**config.mk**
```make
export PLATFORM = sky130hd
export DESIGN_NAME = resp_scoreboard
export DESIGN_NICKNAME = d
export VERILOG_FILES = /design/src/rtl/resp_checker_pkg.sv /design/src/rtl/resp_checker_scoreboard.sv
export SDC_FILE = /design/constraint.sdc
export NUM_CORES = 1
export LEC_CHECK = 0
export CAP_MARGIN = 20
export CORE_AREA = 10 10 72 74
export CTS_BUF_LIST = sky130_fd_sc_hd__clkbuf_2 sky130_fd_sc_hd__clkbuf_4 sky130_fd_sc_hd__clkbuf_8
export CTS_CLUSTER_DIAMETER = 120
export DETAILED_ROUTE_END_ITERATION = 16
export DIE_AREA = 0 0 82 84
export PLACE_DENSITY = 0.64
export REMOVE_ABC_BUFFERS = 1
export SETUP_SLACK_MARGIN = 0.15
export SLEW_MARGIN = 20
export SYNTH_ARGS = -nofsm -noshare
export SYNTH_HDL_FRONTEND = slang
export SYNTH_SLANG_ARGS = --single-unit
```
**constraint.sdc**
```tcl
create_clock -name clk -period 1.39 [get_ports clk]
set_input_delay 0.417 -clock clk [delete_from_list [all_inputs] [get_ports clk]]
set_output_delay 0.417 -clock clk [all_outputs]
set_load 0.005 [all_outputs]
```
**src/rtl/resp_checker_pkg.sv**
```systemverilog
// Shared types and default constants for the exhaustive-sweep response checker.
package resp_checker_pkg;

   localparam int RC_IDX_W = 4;
   localparam int RC_N_VEC = 16;

   // Truth table of the 4-input composite function: ones at vectors 4, 10, 12..15.
   localparam logic [RC_N_VEC-1:0] RC_GOLDEN = 16'hF410;

   typedef enum logic [1:0] {
      IDLE    = 2'd0,
      COLLECT = 2'd1,
      DONE    = 2'd2
   } rc_state_t;

endpackage

```
**src/rtl/resp_checker_scoreboard.sv**
```systemverilog
// Result registers for one sweep: captured response word, error count,
// first failing index and sticky sequence-error flag.
module resp_scoreboard
   import resp_checker_pkg::*;
#(
   parameter int                N_VEC  = RC_N_VEC,
   parameter int                IDX_W  = RC_IDX_W,
   parameter logic [N_VEC-1:0]  GOLDEN = RC_GOLDEN
) (
   input  logic             clk,
   input  logic             rst_n,
   input  logic             clear,
   input  logic             accept,
   input  logic [IDX_W-1:0] vec_idx,
   input  logic             resp,
   input  logic [IDX_W-1:0] exp_idx,
   output logic [N_VEC-1:0] resp_word,
   output logic [IDX_W:0]   err_count,
   output logic [IDX_W-1:0] first_err_idx,
   output logic             seq_err
);

   logic mismatch;

   assign mismatch = (resp != GOLDEN[vec_idx]);

   always_ff @(posedge clk or negedge rst_n) begin
      if (!rst_n) begin
         resp_word     <= '0;
         err_count     <= '0;
         first_err_idx <= '0;
         seq_err       <= 1'b0;
      end else if (clear) begin
         resp_word     <= '0;
         err_count     <= '0;
         first_err_idx <= '0;
         seq_err       <= 1'b0;
      end else if (accept) begin
         resp_word[vec_idx] <= resp;
         if (mismatch) begin
            err_count <= err_count + {{IDX_W{1'b0}}, 1'b1};
            // An empty error count marks this as the first failing vector.
            if (err_count == '0)
               first_err_idx <= vec_idx;
         end
         if (vec_idx != exp_idx)
            seq_err <= 1'b1;
      end
   end

endmodule

```
### After elaboration in Yosys (flattened, before gate mapping)

Memory sizes are Yosys's and may differ from the RTL's.
Index checks and enable logic that the tools add are counted.

| storage, ports and cells | value |
|---|---|
| flip-flop bits (word level) | 26 |
| bits in read-only memories | 16 |
| input bits | 13 |
| output and inout bits | 26 |
| word-level logic and storage cells | 35 |
| memories | 1 |

| cells by class | value |
|---|---|
| $add $sub $neg | 1 |
| magnitude comparators | 2 |
| equality and inequality tests | 2 |
| mux-type cells | 16 |
| reduce and logical (&&, ||, !) cells | 9 |

Memory list:

| name | depth | bits a word | rd ports | clocked after Yosys merged registers in | wr ports | RTL line | text |
|---|---|---|---|---|---|---|---|
| (name not given) | 16 | 1 | 1 | 0 | 0 | resp_checker_scoreboard.sv:25 | `assign mismatch = (resp != GOLDEN[vec_idx]);` |

Operators by type and width:

| operator | count |
|---|---|
| 16-bit 2-to-1 mux | 2 |
| 16-bit bitwise mux | 1 |
| 4-bit 2-to-1 mux | 4 |
| 5-bit 2-to-1 mux | 3 |
| 2-bit nonzero test | 4 |
| 5-bit by 1-bit adder with 5-bit output, second input constant | 1 |
| 5-bit zero test | 1 |
| 4-bit by 5-bit < comparator with 1-bit output, second input constant | 1 |
| 1-bit 2-to-1 mux | 5 |
| 1-bit demux with 4-bit select | 1 |
| 4-bit by 1-bit greater-or-equal comparator with 1-bit output, second input constant | 1 |
| 4-bit != test | 1 |
| 2-bit AND reduction | 2 |
| 3-bit AND reduction | 1 |
| 1-bit logical AND | 1 |
| 1-bit != test | 1 |

### Depth between registers and ports, before layout

Gate-level depths: netlist of the first run.

| logic depth | value |
|---|---|
| word-level depth | 7 |
| gate-level depth with buffers | 6 |
| gate-level depth less buffers | 6 |

### Worst setup path after synthesis of the first run

No wires, ideal clock.

| timing path | value |
|---|---|
| path kind | input to register |
| from | input port vec_idx[1] |
| to | register err_count[4] |
| library setup time | 0.125 ns |
| arrival time | 1.547 ns |
| required time | 1.265 ns |
| path slack | -0.283 ns |
| stages on the path | 6 |
| path buffers | 1 |
| path through | buf_6 nor2b_4 o21ai_2 and4_4 o2111a_1 mux2_4 |

| on the way | value |
|---|---|
| longest elaborated chain between the ends | 5 |

Ends and longest elaborated chain:

| item | RTL line | text |
|---|---|---|
| from (decl) | resp_checker_scoreboard.sv:14 | `input logic [IDX_W-1:0] vec_idx,` |
| memory read 16 x 1 bit | n/a |  |
| 1-bit 2-to-1 mux (not written as such) | resp_checker_scoreboard.sv:25 |  |
| 1-bit != test | resp_checker_scoreboard.sv:25 |  |
| 2-bit nonzero test (no source line) | n/a |  |
| 2-bit AND reduction (no source line) | n/a |  |
| to (signal assigned) | resp_checker_scoreboard.sv:41 | `err_count <= err_count + {{IDX_W{1'b0}}, 1'b1};` |
| to (decl) | resp_checker_scoreboard.sv:18 | `output logic [IDX_W:0] err_count,` |

Every way passes these cells. The select of a mux whose other input is x is not followed.
A chain may end at the register's enable or synchronous reset.

### Final worst setup path of the first run

| timing path | value |
|---|---|
| from | register err_count[2] |
| to | register first_err_idx[2] |

| on the way | value |
|---|---|
| longest elaborated chain between the ends | 3 |

Ends and longest elaborated chain:

| item | RTL line | text |
|---|---|---|
| 5-bit zero test | resp_checker_scoreboard.sv:43 | `if (err_count == '0)` |
| 2-bit nonzero test (no source line) | n/a |  |
| 3-bit AND reduction (no source line) | n/a |  |
| to (signal assigned) | resp_checker_scoreboard.sv:44 | `first_err_idx <= vec_idx;` |
| to (decl) | resp_checker_scoreboard.sv:19 | `output logic [IDX_W-1:0] first_err_idx,` |

Every way passes these cells.

==> results.md, run 1 <==
- # nets final: 252
- Pwr/cell area: 763 mW/mm^2
- Status: finished, violations left
- Pins Over Slew Limit: 0
- Final period utilization: 103%
- Post-synth EDFFs: 0
- Finish-stage setup viols: 5
- Arrival time worst endpoint: between 1.5 and 2 ns
- DRC: 0
- Crit end category: flop
- Final min period: 1.43 ns
- Post-Synthesis Cell Area: about 0.0015 sq mm
- Syn-to-layout area delta: 63.5%
- Skew final: 0.00120 ns
- Routed len/inst: 16.0 microns
- Synth unique cells: 33
- Post-synthesis sequential area ratio: 44.8%
- Primary FF master, synth: dfrtp_1
- Core ar.: 0.00386 sq mm
- Clock Root Buffer: clkbuf_8
- First-pass GRT wire length: 7220 microns
- GRT overflow: 0
- Largest net degree at the start of global routing: 27
- Final hold viol count: 0
- IO Pins: 39
- Detail Route Antenna Nets: 0
- Total Neg Setup Slack: -0.148 ns
- # diodes: 0
- Post-DP HPWL: 2990 microns
- Die Width: 82 microns
- Max H-tree Level: 1
- Drt total wl: 4590 microns
- CTS tree: built
- Vias in the first global route: 1489
- CTS clk-pin slew, worst paths: roughly 0.09 ns
- RSZ-0062 raised after global routing: yes
- Die area: 0.00689 sq mm
- Fillcell total: 344
- Violated checks: negative setup slack
- Cells after Synth: roughly 160
- Initial antenna violation count: 0
- Initial Util: 37.7%
- Clk sink count: 26
- Hold/Removal Path Class: in -> reg
- Die Y: roughly 84 microns
- LEAKAGE: around 1.1 nW
- Post-synthesis register bit count: 26
- Gp weighted congestion: 0.799
- Worst setup SP type: flop
- Max frequency: 698 MHz
- Synth async-reset ratio: 100%
- Worst-case clock buffer depth: 2
- PortBufs: 38
- Slew @ Worst Pin: 0.249 ns
- Num rows: 23
- Crit path max fanout: 4
- Final Total Pwr: 1.81 mW
- Via Count: 1427
- TritonRoute pass-1 iters: 5
- Syn. warnings: 0
- Kind of critical path: reg -> reg
- Max-Cap Viols: 0
- Drt via density: 4.99
- CTS Buf Count: 3
- Syn Area/Cell: 9.25 sq um
- Total GRT Usage: about an eighth
- Peak VDD IR: 591 uV
- Critical path required time: between 1.5 and 2 ns
- Layout cells sized above 1: slightly below 50%
- Final WS setup: -0.0436 ns
- Worst slew margin: 83.2%
- Initial DRC count: 61
- Clk_lat worst skew: between 0.2 and 0.3 ns
[cell type report]
class                           instances  area (sq um)  share of cell area, %
Multi-Input combinational cell        120           908                   38.3
Timing Repair Buffer                   84           674                   28.4
Sequential cell                        26           651                   27.4
Tap cell                               50          62.6                   2.63
Clock buffer                            3          41.3                   1.74
Clock inverter                          1          30.0                   1.26
Inverter                                2          7.51                  0.316
[per-layer routing]
| layer | wire, microns | track usage (%) | part of all wire (%) |
|---|---|---|---|
| met5 | 0 | 0 | 0 |
| met4 | 34 | 2.01 | 0.74 |
| met3 | 270 | 3.99 | 5.9 |
| met2 | 2390 | 22.0 | 52 |
| met1 | 1890 | 14.9 | 41 |
[flip-flops by register name, summed over array words and instances, names as in the netlist]
register       count
first_err_idx      4
resp_word         16
seq_err            1
err_count          5
[Yosys cell counts, types with 2 or more instances]
cell type  count  area share (%)
a21oi_1       11             3.8
a21oi_2        2             1.2
buf_1          3            0.78
buf_6          2             1.6
clkbuf_1       4             1.0
dfrtp_1       26              45
ha_1           2             1.7
inv_1          2            0.52
mux2_1         2             1.6
mux2i_1       10             6.9
nand2_1       14             3.6
nand2b_1      12             5.2
nand3_1        4             1.4
nand3b_1       4             2.1
nor2_1        22             5.7
nor2b_1        4             1.7
nor3_1         3             1.0
o21a_1         2             1.0
o21ai_0       11             3.8
xnor2_1        4             2.4
[critical path, stage by stage, from the launching register on]
cell	delay, ns
dfrtp_1	0.40
buf_6	0.13
nor4b_4	0.27
nand2_2	0.11
a21oi_4	0.22
mux2i_1	0.23
[power by group]
group	internal (mW)	switching, mW
Clock	0.385	0.243
Sequential	0.775	0.0111
Combinational	0.205	0.194
Total	1.37	0.448
[stage by stage]
stage          instance area [sq um]  setup WS [ns]  hold slack (ns)  std cells  utilization (%)
2_1_floorplan                   1400         -0.162            0.121        148                -
3_3_place_gp                    2040         -0.709            0.499        259             53.0
3_5_place_dp                    2040         -0.772            0.523        259             53.0
4_1_cts                         2230        -0.0532            0.508        277             57.8
5_1_grt                         2370         -0.121            0.480        286             61.6
6_report                        2370        -0.0436            0.485        286             61.6
[placed cells by master, fill, tap and decap left out, types with 9 or more instances in the layout]
cell       n
nand2b_1  10
buf_2     26
buf_4     32
a21oi_1    9
nor2_1    17
nand2_1   11
mux2i_1   10
buf_6     15
dfrtp_1   26
[kinds of logic after synthesis]
group / count (synthesis) / synth area share (%)
AND/OR/NAND/NOR: 70 / 24.8
AO/OA/AOI/OAI: 31 / 12.9
flip-flops: 26 / 44.8
multiplexers: 13 / 9.47
buffers and inverters: 11 / 3.88
XOR/XNOR: 4 / 2.41
adder cells (fa/ha/maj): 2 / 1.72
[timing repair]
item	in CTS	in global routing
pin swaps	15	17
setup buffers	14	9
gates resized for setup	160	31
endpoints found under the setup margin	52	42
hold buffers	0	0
[final timing paths]
check,start,depth (start not counted),slack [ns],to
min in group asynchronous,rst_n,2,0.50,err_count[1]
max in group asynchronous,rst_n,2,0.73,err_count[3]
setup reg to reg,err_count[2],5,-0.04,first_err_idx[2]
setup / recovery,err_count[2],5,-0.04,first_err_idx[2]
hold / removal,resp,3,0.48,resp_word[7]
hold reg to reg,seq_err,2,0.54,seq_err
Note: power is estimated with default switching activity, not from simulation.
==> run 2: changes to the inputs <==
--- a/config.mk
+++ b/config.mk
@@ -5,13 +5,14 @@
 export SDC_FILE = /design/constraint.sdc
 export NUM_CORES = 1
 export LEC_CHECK = 0
+export ABC_AREA = 1
 export CAP_MARGIN = 20
 export CORE_AREA = 10 10 72 74
 export CTS_BUF_LIST = sky130_fd_sc_hd__clkbuf_2 sky130_fd_sc_hd__clkbuf_4 sky130_fd_sc_hd__clkbuf_8
 export CTS_CLUSTER_DIAMETER = 120
 export DETAILED_ROUTE_END_ITERATION = 16
 export DIE_AREA = 0 0 82 84
-export PLACE_DENSITY = 0.64
+export PLACE_DENSITY = 0.65
 export REMOVE_ABC_BUFFERS = 1
 export SETUP_SLACK_MARGIN = 0.15
 export SLEW_MARGIN = 20
==> run 2 against run 1 <==
  * Clock power shrank 31%
  * Synthesized cell count rose by 23%
  * Clock skew up 0.0017 ns
  * Final cell count up 12%
  * Register-to-register slack improved by 0.11 ns
  * Sequential share of layout area is 1.8 points higher
  * Critical path depth decreased by 3
  * Via count rose by 0.91%
  * The flow now finishes without violations
  * First-iteration DRC count grew 1.6%
  * Critical endpoint is now err_count[1]
  * Clock-buffer cell count unchanged
  * Largest cell class unchanged
==> results.md, run 2 <==
- Status: finished clean
- Commonest non-fill, non-tap cell in the layout: nand2_1
- CTS clk-pin slew, worst paths: 0.09 ns (about the same)
- Clk_lat worst skew: 0.27 ns (about the same)
- Max frequency: 745 MHz (+6.8%)
- Post-synth EDFFs: 0 (unchanged)
- DRC: 0 (unchanged)
- Layout cells sized above 1: 40.2% (-8.1 points)
- Skew final: 0.00294 ns (+0.00174 ns)
- Max-Cap Viols: 0 (unchanged)
- Area leader, netlist: dfrtp_1
- Final period utilization: 96.6% (-6.6 points)
- Max incr delay on CP: 0.40 ns (about the same)
- Bufs and invs on worst path: 2 (+1)
- Max H-tree Level: 1 (unchanged)
- R2R Path Start: err_count[0]
- Complex-gate fraction of the synthesized area: 8.50% (-4.4 points)
- Worst-case clock buffer depth: 2 (unchanged)
- Cells after Synth: 193 (+23%)
- Peak VDD IR: 364 uV (-38%)
- Worst setup SP type: flop
- First-pass GRT wire length: 6510 microns (-9.9%)
- PortBufs: 38 (unchanged)
- Post-synth top cells: nand2_1, inv_1, dfrtp_1
- Clk sink count: 26 (unchanged)
- Finish-stage setup viols: 0 (-5)
- Critical path required time: 0.97 ns (-0.61 ns)
- # diodes: 0 (unchanged)
- Clock Root Buffer: clkbuf_8
- Post-route cell area: 0.00222 sq mm (-6.3%)
- Crit path max fanout: 2 (-2)
- Detail Route Antenna Nets: 0 (unchanged)
- IO Pins: 39 (unchanged)
- Post-synthesis register bit count: 26 (unchanged)
- Primary FF master, synth: dfrtp_1
- Most frequent cell after synthesis: nand2_1
- Core ar.: 0.00386 sq mm (unchanged)
- Die Width: 82 microns (unchanged)
- Drt via density: 4.49 (-10%)
- Most frequent cells in the layout: nand2_1, buf_4, buf_2
- Syn Area/Cell: 7.55 sq um (-18%)
- Slowest-stage cell, CP: dfrtp_1
- GRT overflow: 0 (unchanged)
- Worst Setup SP: err_count[1]
- Total Neg Setup Slack: 0 ns (+0.148 ns)
- Die Y: 84 microns (unchanged)
- Total GRT Usage: 11.7% (-1.1 points)
- Top Registers: resp_word x16, err_count x5, first_err_idx x4
- Post-Synth Simple-Gate Area: 31.1% (+6.3 points)
- Hold/Removal Path Class: in -> async
- Main combinational cell family by area after synthesis: simple AND/OR/NAND/NOR gates
- Arrival time worst endpoint: 0.93 ns (-0.69 ns)
- Synth async-reset ratio: 100% (unchanged)
- Kind of critical path: reg -> out
- Placement-stage cell area: 0.00204 sq mm (-0.31%)
- Via Count: 1440 (+0.91%)
- Synth unique cells: 24 (-27%)
- Syn. warnings: 0 (unchanged)
- Largest net degree at the start of global routing: 27 (unchanged)
- Initial Util: 37.8% (+0.13 points)
- LEAKAGE: 1.35 nW (+18%)
- CP top delay family: flip-flops
- Placement Setup Slack: -0.670 ns (+0.103 ns)
- Final WS setup: 0.0477 ns (+0.0914 ns)
- Share of the synthesized area in the top cell type: 44.6% (-0.15 points)
- Crit end category: output pin
- Post-synthesis sequential area ratio: 44.6% (-0.15 points)
- Most flop-heavy register: resp_word
- Die area: 0.00689 sq mm (unchanged)
- CTS tree: built
- TritonRoute pass-1 iters: 4 (-1)
- RSZ-0062 raised after global routing: yes
- Area contributors post-synth: dfrtp_1, nand2_1, inv_1, o21ai_0, xnor2_1
- Max reg flops: 16 (unchanged)
- Initial DRC count: 62 (+1.6%)
- Final hold viol count: 0 (unchanged)
- Post-Synthesis Cell Area: 0.00146 sq mm (+0.34%)
- CTS Buf Count: 3 (unchanged)
- Syn-to-layout area delta: 52.6%
- Vias in the first global route: 1399 (-6.0%)
- Pwr/cell area: 846 mW/mm^2 (+11%)
- Final min period: 1.34 ns (-0.0914 ns)
- Initial antenna violation count: 0 (unchanged)
- Hold buffer count at cts: 0 (unchanged)
- Routed len/inst: 12.3 microns (-23%)
- Worst slew margin: 86.4% (+3.2 points)
- Critical Path, Cell by Cell: buf_4 -> buf_2
- Post-DP HPWL: 2820 microns (-5.6%)
- Pins Over Slew Limit: 0 (unchanged)
- Post-Synth Adder-Cell Area: 1.72% (-0.0059 points)
- Slew @ Worst Pin: 0.203 ns (-0.0466 ns)
- Drt total wl: 3940 microns (-14%)
- Gp weighted congestion: 0.770 (-3.7%)
- Num rows: 23 (unchanged)
- Mux share of post-synthesis cell area: 0% (-9.5 points)
- # nets final: 288 (+14%)
- Xor and xnor area share after synthesis: 3.61% (+1.2 points)
[run 2: cell count changes after synthesis, sizes merged, moves of 5 or more]
cell    previous run  this run
a21oi             13         1
nand2b            12         0
nand2             14        73
nor2b              5         0
o21ai             13        23
nor2              22         9
mux2i             10         0
nand3              4         9
inv                2        30
[run 2: worst paths after layout]
kind	endpoint	slack, ns	cells past startpoint
min in group clk	seq_err	0.53	3
min reg2reg	first_err_idx[2]	0.55	3
max reg2reg	first_err_idx[1]	0.07	8
max	err_count[1]	0.05	2
max in group asynchronous	resp_word[15]	0.74	2
min	resp_word[12]	0.49	2
[run 2: power by group]
part	switching [mW]	leakage, nW	internal (mW)
clock network	0.237	0.0216	0.195
registers	0.0288	0.352	0.812
logic	0.295	0.972	0.314
[run 2: final cells by class]
type / count / area, sq um
fillers: 377 / 1630
flip-flops and latches: 26 / 651
inverters: 30 / 120
multi-input cells: 133 / 761
well taps: 50 / 62.6
clock buffers: 3 / 41.3
repair buffers: 79 / 589
[run 2: cell families (layout without fill, tap and decap cells)]
kind of cell / count (synthesis) / after routing
simple gates: 100 / 101
buf+inv: 35 / 112
flops: 26 / 26
compound gates: 24 / 24
xor+xnor: 6 / 6
fa+ha+maj: 2 / 2
[run 2: per-stage QoR]
step / std cells / hold WS, ns / util (%) / power (mW)
2_1_floorplan: 188 / 0.121 / - / 1.05
4_1_cts: 318 / 0.493 / 56.9 / 1.88
3_3_place_gp: 298 / 0.454 / 52.9 / 1.33
3_5_place_dp: 298 / 0.459 / 52.9 / 1.33
5_1_grt: 321 / 0.507 / 57.7 / 1.99
6_report: 321 / 0.486 / 57.7 / 1.88
[run 2: repair_timing]
item | in CTS | in global routing
pin swaps | 13 | 3
setup buffers | 16 | 3
gates resized for setup | 142 | 21
setup endpoints to repair | 52 | 35
gates cloned | 1 | 0
[run 2: metal layers]
metal	wire length (microns)	up-vias	track usage, %	part of all wire, %
met5	0	-	0	0
met4	87	0	4.49	2.2
met3	175	7	2.48	4.4
met2	1880	29	18.7	48
met1	1800	649	14.6	46
li1	-	755	-	-
